--- src/rtl/pattern_hit_monitor.sv ---
// Counts rising edges of an upstream pattern flag and reports each hit with the
// clk-cycle gap since the previous hit through a single-entry valid/ready slot.
module pattern_hit_monitor #(
  parameter int CNT_W = 8,
  parameter int GAP_W = 8
) (
  input  logic             clk,
  input  logic             rst,
  input  logic             en,
  input  logic             clear,
  input  logic             pattern_detected,
  input  logic             evt_ready,
  output logic             evt_valid,
  output logic [GAP_W-1:0] evt_gap,
  output logic [CNT_W-1:0] hit_count,
  output logic             overrun
);

  // state      | meaning
  // IDLE       | monitor disabled, not counting
  // WAIT_FIRST | enabled, no reference hit taken yet
  // RUN        | enabled, reference hit taken, gap counter running
  typedef enum logic [1:0] {IDLE, WAIT_FIRST, RUN} state_t;

  localparam logic [GAP_W-1:0] GAP_MAX = '1;
  localparam logic [CNT_W-1:0] CNT_MAX = '1;

  state_t           state_q;
  logic             pd_q;
  logic             post_rst_q;
  logic [GAP_W-1:0] gap_q;

  logic             pd_prev_d;
  logic             hit_d;
  logic             accept_d;
  logic [GAP_W-1:0] hit_gap_d;

  // pd_q comes out of reset low; keep treating the previous level as low until
  // the first non-IDLE cycle so a flag already high at release still counts.
  assign pd_prev_d = pd_q & ~post_rst_q;
  assign hit_d     = pattern_detected & ~pd_prev_d & en & ~clear & (state_q != IDLE);
  assign hit_gap_d = (state_q == RUN) ? gap_q : '0;
  assign accept_d  = hit_d & (~evt_valid | evt_ready);

  always_ff @(posedge clk) begin
    if (rst) begin
      state_q    <= IDLE;
      pd_q       <= 1'b0;
      post_rst_q <= 1'b1;
      gap_q      <= '0;
      evt_valid  <= 1'b0;
      evt_gap    <= '0;
      hit_count  <= '0;
      overrun    <= 1'b0;
    end else begin
      pd_q <= pattern_detected;
      if (state_q != IDLE) begin
        post_rst_q <= 1'b0;
      end

      if (clear) begin
        hit_count <= '0;
        overrun   <= 1'b0;
        evt_valid <= 1'b0;
        gap_q     <= '0;
        state_q   <= en ? WAIT_FIRST : IDLE;
      end else begin
        if (accept_d) begin
          evt_valid <= 1'b1;
          evt_gap   <= hit_gap_d;
        end else if (evt_valid && evt_ready) begin
          evt_valid <= 1'b0;
        end

        if (hit_d && evt_valid && !evt_ready) begin
          overrun <= 1'b1;
        end

        if (hit_d && hit_count != CNT_MAX) begin
          hit_count <= hit_count + 1'b1;
        end

        if (!en) begin
          state_q <= IDLE;
          gap_q   <= '0;
        end else begin
          case (state_q)
            IDLE:       state_q <= WAIT_FIRST;
            WAIT_FIRST: if (hit_d) state_q <= RUN;
            RUN:        state_q <= RUN;
            default:    state_q <= IDLE;
          endcase

          if (hit_d) begin
            gap_q <= GAP_W'(1);
          end else if (state_q == RUN) begin
            if (gap_q != GAP_MAX) gap_q <= gap_q + 1'b1;
          end else begin
            gap_q <= '0;
          end
        end
      end
    end
  end

endmodule
--- config.mk ---
export PLATFORM = sky130hd
export DESIGN_NAME = pattern_hit_monitor
export DESIGN_NICKNAME = d
export VERILOG_FILES = /design/src/rtl/pattern_hit_monitor.sv
export SDC_FILE = /design/constraint.sdc
export NUM_CORES = 1
export LEC_CHECK = 0
export BUFFER_PORTS_ARGS = -buffer_cell sky130_fd_sc_hd__buf_4
export CORE_UTILIZATION = 49
export CTS_CLUSTER_SIZE = 25
export DETAILED_ROUTE_END_ITERATION = 12
export PLACE_DENSITY_LB_ADDON = 0.1
export RECOVER_POWER = 25
export SYNTH_ARGS = -nofsm -noshare
export SYNTH_HDL_FRONTEND = slang
export SYNTH_SLANG_ARGS = --single-unit
--- constraint.sdc ---
create_clock -name clk -period 1.7 [get_ports clk]
set_clock_uncertainty 0.2 [all_clocks]
set_input_delay 0.51 -clock clk [delete_from_list [all_inputs] [get_ports clk]]
set_output_delay 0.51 -clock clk [all_outputs]
set_load 0.01 [all_outputs]
==> results list, run 1 <==
- Unrepaired setup endpoints after global routing: true
- Net count of the finished layout: between 200 and 250
* Required time reported for the critical path endpoint: approximately 1.7 ns
- The clock passes through at most 2 buffers.
- Area of the die: 3010 sq um
- Setup violations remaining at the end of the flow were counted as 5.
- After routing the design area is 2010 sq um.
- VDD IR-drop max: around 680 uV
- Number of maximum-capacitance violations: 0
* Detailed Route WL: 3700 microns
- Via-per-instance ratio: 5.75
- Worst slack at placement: -0.214 ns
* Setup slack of the critical path after layout: -0.0661 ns
- Synth area leader: sky130_fd_sc_hd__dfxtp_1
* Most frequently used flop master after synthesis: sky130_fd_sc_hd__dfxtp_1
- Arrival time worst endpoint: approximately 1.8 ns
* Height of the chip: roughly 55 microns
* Max-slew headroom at the worst pin: a little over two thirds
- Synthesized instance count: 160
- Number of slew-limit violations in the final report: 0
- Total global routing overflow: 0
* Final hold slack: 0.166 ns
- Synthesis produced a netlist with a net count of about 170.
* Minimum setup slack among reg-to-reg paths: -0.07 ns
- Before antenna repair, the detailed router went through 4 iterations.
* Synthesized flop and latch total: 30
* Die Wd: roughly 55 microns
* Number of flops mapped to enable cells by yosys: 0
- The floorplan step defined a core boundary enclosing about 2600 sq um.
- The number of antenna diodes in the final layout is 0.
- Mean instance size in the synthesized netlist: 8.57 sq um
* Setup Crit Path Kind: flip-flop to flip-flop
- Crit path time final: 1.77 ns
* Fraction of layout instances using a drive strength above 1: between 40 and 50%
- The worst setup path is launched from a flip-flop.
- The first global-routing pass estimated between 5000 and 6000 microns of wire.
* Cell area power density: about 630 nW/um^2
* Failing checks: negative setup slack
- In this run, the number of DRC markers left after iteration 0 of detailed routing was 37.
* Initial antenna violation count: 0
* Share of synthesized registers carrying an async set or reset: 0%
* Via count: about 1400
- The via count of the first global-routing pass was approximately 1200.
- H-tree depth: 2
* Worst-path cell with the longest stage delay: sky130_fd_sc_hd__dfxtp_2
- Synth top area share: a little over two fifths
- Ranked by total cell area, the synthesized netlist is headed by sky130_fd_sc_hd__dfxtp_1 (44%), sky130_fd_sc_hd__a21oi_1 (5.8%), sky130_fd_sc_hd__nand3_1 (5.8%).
* Share of the clock period used by the worst path: 104%
- In the final routed layout, each cell accounts on average for approximately 15 microns.
- At the end of routability-driven placement, the weighted congestion stood at around 0.9.
* Number of different library cells in the post-synthesis netlist: 38
- Category of the worst setup path capture point: flip-flop
* Worst-margin pin slew: ~0.45 ns
* Post-DRT Antenna Nets: 0
* Class of the tightest hold or removal check: primary input to flip-flop
- In this run the count of I/O pins placed on the die edge is 24.
- The Yosys step of the flow raised 0 warnings.
- Clock-pin slew of the registers on the worst-case setup and hold paths: roughly 0.090 ns
- Leak: slightly below 0.8 nW
* Layout overhead on the synthesized area: 46.4%
* Number of filler cells placed in the layout: 176
- Derived from the worst setup path, the maximum achievable clock frequency is around 570 MHz.
* Cell breakdown of the critical path: inv_2 > ha_4 > and4bb_1 > nand2_2 > buf_4 > a311oi_2 > nor3b_2
* Final number of hold-violating endpoints: 0
- The run finished, with violations left.
- Clock network latency to the later pin of the worst-skew pair: around 0.34 ns
- The tree is rooted in a sky130_fd_sc_hd__clkbuf_4.
* Critical path fanouts, max: 5
* Number of sinks handled by clock tree synthesis: 30
* Number of buffers created by CTS: 5
* Initial Util: a little over half
- For the final routed database, the setup TNS stands at -0.168 ns.
* Aggregate global-route resource usage: around a quarter
- TritonCTS built the clock tree.
- After legalization and detailed placement, the total HPWL measured 2490 microns.
- For this run, the slowest stage of the critical path takes around 0.34 ns.
* Row cnt: 18
- Area after DPL: ~1800 sq um
- During placement, the flow inserted port buffers numbering 23.
- Detailed-route DRC error count: 0
- Maximum number of pins on one net before global-route repair: 10
- Post-synthesis sequential area ratio: 43.8%
- The cell area that synthesis handed to floorplanning was roughly 1400 sq um.
## per-layer routing
layer | share of wire (%) | track usage (%)
met1 | 42 | 30.5
met3 | 4.8 | 6.83
met2 | 51 | 43.4
met4 | 2.8 | 15.4
met5 | 0 | 0
## sequential cells by signal, summed over array words and instances (netlist names)
| register | count |
|---|---|
| evt_gap | 8 |
| hit_count | 8 |
| gap_q | 8 |
| state_q | 2 |
| post_rst_q | 1 |
| pd_q | 1 |
| evt_valid | 1 |
| overrun | 1 |
## power breakdown
| group | internal [W] | switching (W) |
|---|---|---|
| logic | 0.0000522 | 0.0000487 |
| registers | 0.000708 | 0.00000327 |
| clock network | 0.000200 | 0.000247 |
| total | 0.000960 | 0.000299 |
## cell families after synthesis
kind of cell	count (synthesis)	synth area share [%]
compound gates	36	15.7
xor+xnor	2	1.28
fa+ha+maj	5	4.56
buf+inv	9	2.55
flops	30	43.8
mux	2	1.46
simple gates	76	30.7
## layout make-up
| type | instances | area, sq um | share of cell area [%] |
|---|---|---|---|
| multi-input cells | 121 | 886 | 44.1 |
| flip-flops and latches | 30 | 607 | 30.2 |
| clock inverters | 1 | 5.00 | 0.249 |
| repair buffers | 53 | 402 | 20.0 |
| clock buffers | 7 | 55.1 | 2.74 |
| well taps | 30 | 37.5 | 1.87 |
| inverters | 4 | 15.0 | 0.748 |
## cells in the mapped netlist (all sizes together) (3+ instances only)
master,instances
dfxtp,30
nand2,18
nand4,4
nor3,4
clkbuf,3
and4,3
nand3,16
a21oi,16
inv,4
ha,5
nor2,9
nand2b,3
and3,4
nor2b,4
o21ai,5
a31oi,6
## worst max-delay path: cells and delay by family (launching register included)
family	cells	cell delay [ns]
buffers and inverters	2	0.23
AOI/OAI and AO/OA	1	0.24
adders and majority gates	1	0.16
and+or+nand+nor	3	0.47
DFF	1	0.34
## per-stage QoR
step | power, W | utilization, % | std cells
2_1_floorplan | 0.000765 | - | 160
3_3_place_gp | 0.000803 | 68.9 | 232
3_5_place_dp | 0.000807 | 68.9 | 232
4_1_cts | 0.00125 | 72.9 | 242
5_1_grt | 0.00131 | 78.2 | 246
6_report | 0.00126 | 78.2 | 246
## worst paths after layout
| check | startpoint | end | depth (start not counted) |
|---|---|---|---|
| worst min register to register | evt_gap[1] | evt_gap[1] | 2 |
| worst max register to register | state_q[1] | state_q[0] | 7 |
| worst max-delay path | state_q[1] | state_q[0] | 7 |
| worst min-delay path | rst | pd_q | 2 |
## cell usage in the layout, fill, tap and decap left out, drive strengths merged, types with 4 or more instances in the layout
master   n
nand3   16
dfxtp   30
and3     4
a21oi   16
a31oi    6
nor2b    4
nand2   18
clkbuf  10
nand4    4
buf     50
o21ai    5
nor3     4
inv      4
ha       5
nor2     9
## repair_timing
| item | CTS | global route |
|---|---|---|
| pin swaps | 9 | 12 |
| gates resized for setup | 6 | 28 |
| endpoints found under the setup margin | 24 | 24 |
| buffers inserted | 2 | 4 |
| endpoints found under the hold margin | 0 | 0 |
| hold buffers | 0 | 0 |
Note: power is estimated with default switching activity, not from simulation.
==> inputs of run 2 (changes only) <==
- BUFFER_PORTS_ARGS: -buffer_cell sky130_fd_sc_hd__buf_4 -> -buffer_cell sky130_fd_sc_hd__buf_2
- RECOVER_POWER: 25 -> 50
==> run 2 against run 1 <==
The run still ends with negative setup slack left. Die area unchanged. Sequential power about the same. Clock-buffer cell count decreased by 1. Global-route usage decreased by 1.6 points. Via count fell by 1.3%. Register-to-register slack got worse by 0.04 ns. Sequential share of layout area up 1.4 points. Flip-flop and latch count unchanged. Utilization is 3.6 points lower. Critical endpoint is now hit_count[6]. Highest routed layer unchanged.
==> results list, run 2 (same netlist as run 1, synthesis figures left out) <==
- Post-DRT Antenna Nets: 0
- Largest registers: evt_gap: 8 flops, gap_q: 8 flops, hit_count: 8 flops
- Initial Util: a little over half
- In the final layout, the share of cells above drive strength 1 is 37.7%.
- Total global routing overflow: 0
* Area of the die: ~3000 sq um
* Most used cells in the layout excluding fill and tap cells: sky130_fd_sc_hd__buf_4 (28), sky130_fd_sc_hd__dfxtp_1 (26), sky130_fd_sc_hd__buf_2 (23), sky130_fd_sc_hd__nand2_1 (17), sky130_fd_sc_hd__nand3_1 (16)
- Leak: 0.800 nW
- Detailed Route WL: 3420 microns
* Aggregate global-route resource usage: 24.7%
* Run status: complete, but fails checks
- The checks that failed: negative setup slack.
- The library cell used most frequently in the layout, excluding fill and tap cells, is sky130_fd_sc_hd__buf_4.
- Minimum setup slack among reg-to-reg paths: -0.11 ns
* Achievable Freq: between 500 and 600 MHz
- Class of the tightest hold or removal check: primary input to flip-flop
- met2 is the most crowded layer.
- Die Wd: 54.9 microns
- Measured along the y axis, the die boundary spans around 55 microns.
- Critical path fanouts, max: 4
- Clock-pin slew was measured on the worst setup and hold paths at around 0.10 ns.
* H-tree depth: 2
* First-pass GRT wire length: about 5100 microns
- Layout overhead on the synthesized area: 39.6%
* Required time reported for the critical path endpoint: between 1.5 and 2 ns
- Max-slew headroom at the worst pin: about 77%
- The root buffer cell chosen for the clock tree is sky130_fd_sc_hd__clkbuf_4.
- Maximum number of pins on one net before global-route repair: 11
- Final standard cell count with taps included and fillers excluded: about 250
- I/O pin total: 24
* CP startpoint: state_q[0]
- Final setup violation count: 14
- Fill cells in the final layout number 203.
* Reg2reg end: hit_count[6]
- Critical Path Max Stage Delay: 0.43 ns
- Worst hold path stage count: 2
- For this run, global-route usage on met3 was measured as under 10%.
- Worst hold path startpoint: rst
- The number of hold violations in the final report came to 0.
* DRC marker count from the first detailed-route iteration: 33
- Unrepaired setup endpoints after global routing: true
- Number of buffers created by CTS: 5
* Detailed-route DRC error count: 0
- The slowest stage of the critical path is the sky130_fd_sc_hd__or4_1 cell.
- # placed instances: approximately 230
* Clock Path Buffers: 2
- At the end of routability-driven placement, the weighted congestion stood at roughly 0.86.
* Clock tree from TritonCTS: done
- The floorplan step defined a core boundary enclosing 2570 sq um.
- Vias in the first global route: between 1000 and 1500
- Hold repair after CTS inserted 0 buffers.
- Category of the worst setup path capture point: flip-flop
* Hold EP: pd_q
- The worst setup path is launched from a flip-flop.
- VDD IR-drop max: between 1000 and 1500 uV
* Worst-margin pin slew: 0.338 ns
- Data on the critical path arrives at its endpoint at between 1.5 and 2 ns.
- The final-report max-slew violation count came to 0.
- The critical path is of the flip-flop to flip-flop type.
- The count of buffers added on input and output ports is 23.
- Row cnt: 18
* Global-route track usage on met1: a little under a third
- Setup slack of the critical path after layout: -0.105 ns
- Global routing used about two fifths of the available met2 tracks.
- Crit path time final: between 1.5 and 2 ns
- The number of antenna violations at the first check in global routing was 0.
- The number of cells on the worst reg-to-reg path is 6.
- After detailed routing, the average wire length per cell comes to about 14 microns.
* Cell breakdown of the critical path: inv_2 > ha_4 > and4bb_1 > nand2_2 > or4_1 > a21oi_2
* Total half-perimeter wirelength after legalization and detailed placement: between 2000 and 2500 microns
- Clock network latency to the later pin of the worst-skew pair: around 0.34 ns
- Across the run, the number of max-cap violations was 0.
- Final core occ: 74.6%
- The final layout contains roughly 230 nets.
- The clock net in this run drives a total of 30 sinks.
- Power spread over the standard cell area amounts to 814 nW/um^2.
* Via-per-instance ratio: ~5.7
* Via count: 1396
- Share of the clock period used by the worst path: 106%
- # diodes: 0
- In this run the critical register-to-register path is launched from state_q[0].
- First-pass detailed-route iteration total: 4
[run 2: cell types whose count changed in the layout (fill, tap and decap cells not counted), sizes merged]
cell / previous run / this run
buf: 50 / 52
clkbuf: 10 / 6
bufinv: 0 / 2
clkinv: 1 / 0
[run 2: worst max path at each step]
stage               cells past startpoint  slack (ns)           end
floorplan                               6       -0.05  hit_count[6]
global placement                        5       -0.15  hit_count[6]
detailed placement                      5       -0.21  hit_count[6]
CTS                                     6       -0.10  hit_count[6]
global route                            6       -0.15  hit_count[6]
finish                                  6       -0.11  hit_count[6]
[run 2: worst max-delay path: cells and delay by family, from the launching register on]
kind                       cells  cell delay, ns
buffers and inverters          1            0.05
AOI/OAI and AO/OA              1            0.15
adders and majority gates      1            0.16
DFF                            1            0.35
and+or+nand+nor                3            0.82
[run 2: report_power, final]
part           switching, W  internal [W]
combinational     0.0000430     0.0000437
sequential       0.00000360      0.000708
clock              0.000261      0.000498
total              0.000307       0.00125
[run 2: layout make-up]
type / instances / area [sq um] / share of cell area [%]
multi-input cells: 121 / 808 / 42.2
flip-flops and latches: 30 / 606 / 31.6
repair buffers: 52 / 337 / 17.6
clock inverters: 2 / 60.1 / 3.14
clock buffers: 6 / 51.3 / 2.68
well taps: 30 / 37.5 / 1.96
inverters: 4 / 15.0 / 0.784
[run 2: what timing repair did]
| action | 4_1_cts | 5_1_grt |
|---|---|---|
| endpoints found under the setup margin | 19 | 23 |
| setup buffers | 1 | 2 |
| cloned | 0 | 0 |
| resized for setup | 4 | 10 |
| pin swaps | 6 | 2 |
[run 2: through the flow]
step | setup WS (ns) | instance area, sq um | total power, W | TNS [ns] | hold slack, ns
finish | -0.105 | 1910 | 0.00156 | -0.528 | 0.182
global route | -0.153 | 1910 | 0.00160 | -1.55 | 0.168
CTS | -0.102 | 1860 | 0.00155 | -0.387 | 0.182
detailed placement | -0.212 | 1730 | 0.000804 | -2.21 | 0.245
global placement | -0.154 | 1730 | 0.000800 | -1.51 | 0.237
floorplan | -0.0488 | 1410 | 0.000765 | -0.0488 | 0.241
[run 2: routing by layer]
metal / share of wire [%] / vias up
met4: 1.3 / 0
met5: 0 / -
met3: 4.3 / 7
li1: - / 701
met2: 48 / 28
met1: 46 / 660
